### src/rtl/command_dispatcher.sv
// Buffers {address, command} requests in a FIFO and replays them onto the shared object-bank bus
// as single-cycle strobes separated by a programmable idle gap. Address 0 is the bus-idle code.
module command_dispatcher #(
  parameter int DEPTH      = 4,
  parameter int GAP_CYCLES = 1,
  parameter int ADDR_W     = 5
) (
  input  logic                     clk_i,
  input  logic                     rst_n_i,
  input  logic                     in_valid_i,
  output logic                     in_ready_o,
  input  logic [ADDR_W-1:0]        in_addr_i,
  input  logic                     in_cmd_i,
  output logic [ADDR_W-1:0]        address_o,
  output logic                     command_o,
  output logic [$clog2(DEPTH):0]   level_o,
  output logic                     busy_o,
  output logic                     drop_o
);

  localparam int PTR_W = $clog2(DEPTH);
  localparam int LVL_W = PTR_W + 1;
  localparam int GAP_W = (GAP_CYCLES > 1) ? $clog2(GAP_CYCLES) : 1;
  localparam logic [GAP_W-1:0] GAP_LOAD = (GAP_CYCLES > 0) ? GAP_W'(GAP_CYCLES - 1) : '0;

  typedef enum logic [1:0] {
    ST_IDLE  = 2'd0,
    ST_ISSUE = 2'd1,
    ST_GAP   = 2'd2
  } state_t;

  state_t             state_q, state_d;
  logic [GAP_W-1:0]   gap_cnt_q, gap_cnt_d;

  logic [ADDR_W:0]    mem [DEPTH];
  logic [PTR_W-1:0]   wr_ptr_q, rd_ptr_q;
  logic [LVL_W-1:0]   count_q;
  logic [ADDR_W:0]    hold_p0;
  logic               vld_p0;

  logic               full, empty, accept, push, pop;

  assign full       = (count_q == LVL_W'(DEPTH));
  assign empty      = (count_q == '0);
  assign in_ready_o = !full;
  assign accept     = in_valid_i && !full;
  assign push       = accept && (in_addr_i != '0);
  assign pop        = (state_q == ST_IDLE) && !empty;

  assign level_o    = count_q;
  assign busy_o     = !empty || (state_q != ST_IDLE);
  assign vld_p0     = (state_q == ST_ISSUE);

  always_ff @(posedge clk_i) begin
    if (push) begin
      mem[wr_ptr_q] <= {in_cmd_i, in_addr_i};
    end
  end

  always_ff @(posedge clk_i or negedge rst_n_i) begin
    if (!rst_n_i) begin
      wr_ptr_q <= '0;
      rd_ptr_q <= '0;
      count_q  <= '0;
      drop_o   <= 1'b0;
    end else begin
      drop_o <= accept && (in_addr_i == '0);
      if (push) begin
        wr_ptr_q <= wr_ptr_q + PTR_W'(1);
      end
      if (pop) begin
        rd_ptr_q <= rd_ptr_q + PTR_W'(1);
      end
      case ({push, pop})
        2'b10:   count_q <= count_q + LVL_W'(1);
        2'b01:   count_q <= count_q - LVL_W'(1);
        default: count_q <= count_q;
      endcase
    end
  end

  // stage p0: head captured at pop, presented on the bus during the following ISSUE cycle
  always_ff @(posedge clk_i) begin
    if (pop) begin
      hold_p0 <= mem[rd_ptr_q];
    end
  end

  always_ff @(posedge clk_i or negedge rst_n_i) begin
    if (!rst_n_i) begin
      state_q   <= ST_IDLE;
      gap_cnt_q <= '0;
    end else begin
      state_q   <= state_d;
      gap_cnt_q <= gap_cnt_d;
    end
  end

  always_comb begin
    state_d   = state_q;
    gap_cnt_d = gap_cnt_q;
    case (state_q)
      ST_IDLE: begin
        if (!empty) begin
          state_d = ST_ISSUE;
        end
      end
      ST_ISSUE: begin
        if (GAP_CYCLES > 0) begin
          state_d   = ST_GAP;
          gap_cnt_d = GAP_LOAD;
        end else begin
          state_d = ST_IDLE;
        end
      end
      ST_GAP: begin
        if (gap_cnt_q == '0) begin
          state_d = ST_IDLE;
        end else begin
          gap_cnt_d = gap_cnt_q - GAP_W'(1);
        end
      end
      default: begin
        state_d   = ST_IDLE;
        gap_cnt_d = '0;
      end
    endcase
  end

  // stage p1: bus register, reset asynchronously so the bus idles the instant reset asserts
  always_ff @(posedge clk_i or negedge rst_n_i) begin
    if (!rst_n_i) begin
      address_o <= '0;
      command_o <= 1'b0;
    end else if (vld_p0) begin
      address_o <= hold_p0[ADDR_W-1:0];
      command_o <= hold_p0[ADDR_W];
    end else begin
      address_o <= '0;
      command_o <= 1'b0;
    end
  end

endmodule

### config.mk
export PLATFORM = sky130hd
export DESIGN_NAME = command_dispatcher
export DESIGN_NICKNAME = d
export VERILOG_FILES = /design/src/rtl/command_dispatcher.sv
export SDC_FILE = /design/constraint.sdc
export NUM_CORES = 1
export LEC_CHECK = 0
export ABC_AREA = 1
export CAP_MARGIN = 30
export CORE_UTILIZATION = 50
export CTS_CLUSTER_SIZE = 12
export DETAILED_ROUTE_END_ITERATION = 8
export PLACE_DENSITY = 0.72
export RECOVER_POWER = 25
export SLEW_MARGIN = 25
export SYNTH_ARGS = -nofsm -noshare
export SYNTH_HDL_FRONTEND = slang
export SYNTH_SLANG_ARGS = --single-unit
### constraint.sdc
create_clock -name clk_i -period 2.5 [get_ports clk_i]
set_clock_uncertainty 0.05 [all_clocks]
set_input_delay 0.5 -clock clk_i [delete_from_list [all_inputs] [get_ports clk_i]]
set_output_delay 0.5 -clock clk_i [all_outputs]
set_load 0.01 [all_outputs]
==> metrics.md <==
| Metric | Value |
|---|---|
| Status | `finished clean` |
| Root buf cell | `clkbuf_8` |
| Unique masters post-synth | `20` |
| Relative slew slack | `52.8%` |
| Worst setup path category | `in2reg` |
| Drt wl/cell | `12.9 um` |
| Pre-CTS setup slack | `0.0628 ns` |
| Antenna Violating Nets Remaining | `0` |
| Syn nets | `164` |
| Utilization after layout | `64.8%` |
| Final hold violation count | `0` |
| Overall routed net length | `2960 um` |
| First DRT Iteration DRCs | `40` |
| Sequential-to-total area share from yosys stat | `70.4%` |
| Critical path cell sequence | `dlygate4sd3_1, nor2_1, nand3b_1, nand2_4, ha_1, inv_1, fa_1, nand2_1, nand3b_1, xor2_1` |
| Count of flip-flops with a built-in enable after synthesis | `30` |
| Largest area contributor in the netlist | `edfxtp_1` |
| Largest net degree at the start of global routing | `17` |
| RePlAce Congestion | `0.734` |
| Vias per inst | `4.90` |
| Area delta synth->final | `20.7%` |
| Post-route setup slack | `0.258 ns` |
| Clk_lat worst skew | `0.30 ns` |
| Initial core utilization | `53.7%` |
| CP dominant cell by count | `nand3b_1` |
| Post-synth top flop | `edfxtp_1` |
| Synthesized area | `1850 um2` |
| CTS buffer count | `5` |
| Pwr Total | `0.00260 W` |
| NumNets Final | `198` |
| RSZ-0062 raised after global routing | `no` |
| DR DRC count | `0` |
| Async set-reset flop share out of synthesis | `34.8%` |
| Vias in the first global route | `1149` |
| I/O Buffers | `20` |
| Final setup fails | `0` |
| Antenna cells | `0` |
| Die X | `62.8 um` |
| Peak supply drop | `0.515 mV` |
| Grt total ovfl | `0` |
| Htree depth | `2` |
| WHS Path Cells | `1` |
| Slew Limit Fails | `0` |
| Layout cells sized above 1 | `9.78%` |
| Synthesized area per cell | `12.4 um2` |
| P per Cell Area | `1160 nW/um2` |
| Top-level I/O count | `21` |
| Max-Cap Viols | `0` |
| Post-CTS setup buffer count | `0` |
| Worst endpoint required time | `2.63 ns` |
| Final worst-path cycle share | `89.7%` |
| Yosys reg bits | `46` |
| Initial antenna violation count | `0` |
| Worst-path maximum fanout | `2` |
| Die Span Y | `62.8 um` |
| Pre-antenna DRT Iters | `4` |
| CTS-repair resized insts | `0` |
| Leakage Power | `0.922 nW` |
| Critical path launch point type | `input port` |
| Clock sinks | `46` |
| CTS tree | `built` |
| Worst Path Arrival | `2.38 ns` |
| Fmax | `446 MHz` |
| Critical path endpoint category | `register` |
| Clock Path Buffers | `2` |
| Mapped Cells | `149` |
| Crit-path slowest cell | `dlygate4sd3_1` |
| Area fraction of the dominant cell type after synthesis | `48.7%` |
| Total GRT Usage | `17.9%` |
| Synth area leaders | `edfxtp_1, dfrtp_1, inv_1` |
| Die area | `3940 um2` |
| First-pass GRT wire length | `5140 um` |
| Synth warn | `0` |
| Clock-pin slew on the worst setup and hold paths | `0.08 ns` |
| Actual slew at the worst max-slew pin | `0.705 ns` |
| Hold_ws | `0.404 ns` |
| Row cnt | `21` |
| HP Class | `reg2reg` |
| Reg2Reg Depth | `8` |
| Vias | `1127` |
| Cts hold-fix bufs | `0` |
| Most frequent cell after synthesis | `edfxtp_1` |
| Commonest cells post-synth | `edfxtp_1, inv_1, nor2_1` |
| Core Area | `3440 um2` |
| HPWL Detailed | `2120 um` |
| Sum Neg Setup Slack | `0 ns` |
| Slowest cell delay on critical path | `0.55 ns` |
| Final min period | `2.24 ns` |
## worst paths after layout
check / from / end / slack [ns]
min reg2reg: state_q[1] / state_q[1] / 0.40
max in group asynchronous: rst_n_i / wr_ptr_q[0] / 1.38
min: state_q[1] / state_q[1] / 0.40
min in group asynchronous: rst_n_i / address_o[0] / 0.57
max reg2reg: level_o[0] / level_o[1] / 0.38
max: in_addr_i[1] / level_o[2] / 0.26
## placed cells by master (no fill, tap or decap)
master,count
edfxtp_1,30
nor2_1,26
inv_1,25
dfrtp_1,16
clkdlybuf4s50_1,15
o21ai_0,14
nand2_1,10
o22ai_1,6
ha_1,5
clkbuf_8,5
dlygate4sd3_1,5
buf_4,5
nand3_1,4
clkbuf_1,4
nand3b_1,2
nor2_2,2
xor2_1,2
clkinvlp_4,2
nand2_2,1
a21oi_4,1
nand2_4,1
xnor2_1,1
fa_1,1
inv_6,1
## where the power goes
part           total [W]  switching, W  internal (W)
sequential       0.00124      0.000143       0.00110
clock           0.000454      0.000254      0.000200
combinational   0.000899      0.000516      0.000383
## worst max-delay path, delay by kind of cell
kind / cells / cell delay, ns
AND/OR/NAND/NOR: 5 / 0.57
buffers and inverters: 2 / 0.61
adder cells (fa/ha/maj): 2 / 0.54
XOR/XNOR: 1 / 0.15
## area by class of cell
| cell class | instances | area, um2 |
|---|---|---|
| clock buffer | 5 | 68.8 |
| clock inverter | 3 | 23.8 |
| fill | 269 | 1210 |
| inverter | 25 | 93.8 |
| multi-input combinational | 76 | 433 |
| sequential | 46 | 1300 |
| tap | 46 | 57.6 |
| timing repair buffer | 29 | 253 |
## state kept, by name, summed over array words and instances, names as in the netlist
signal,cells
command_o,1
wr_ptr_q,2
level_o,3
hold_p0,6
state_q,2
rd_ptr_q,2
drop_o,1
mem,24
address_o,5
## per-stage QoR
step           area (um2)  instances
2_1_floorplan        1850        149
3_3_place_gp         2160        222
3_5_place_dp         2160        222
4_1_cts              2250        230
5_1_grt              2230        230
6_report             2230        230
## layer usage
metal  GRT usage [%]  up-vias  wire, um
met1            20.5      535      1330
met3            6.02        2       131
met5               0        -         0
met4            6.98        0        18
li1                -      557         -
met2            30.7       33      1480
## logic make-up after synthesis
| logic type | synth area share (%) |
|---|---|
| compound gates | 6.70 |
| xor+xnor | 1.42 |
| buf+inv | 5.75 |
| flops | 70.4 |
| fa+ha+maj | 4.47 |
| simple gates | 11.2 |
(Power assumes the default switching activity.)
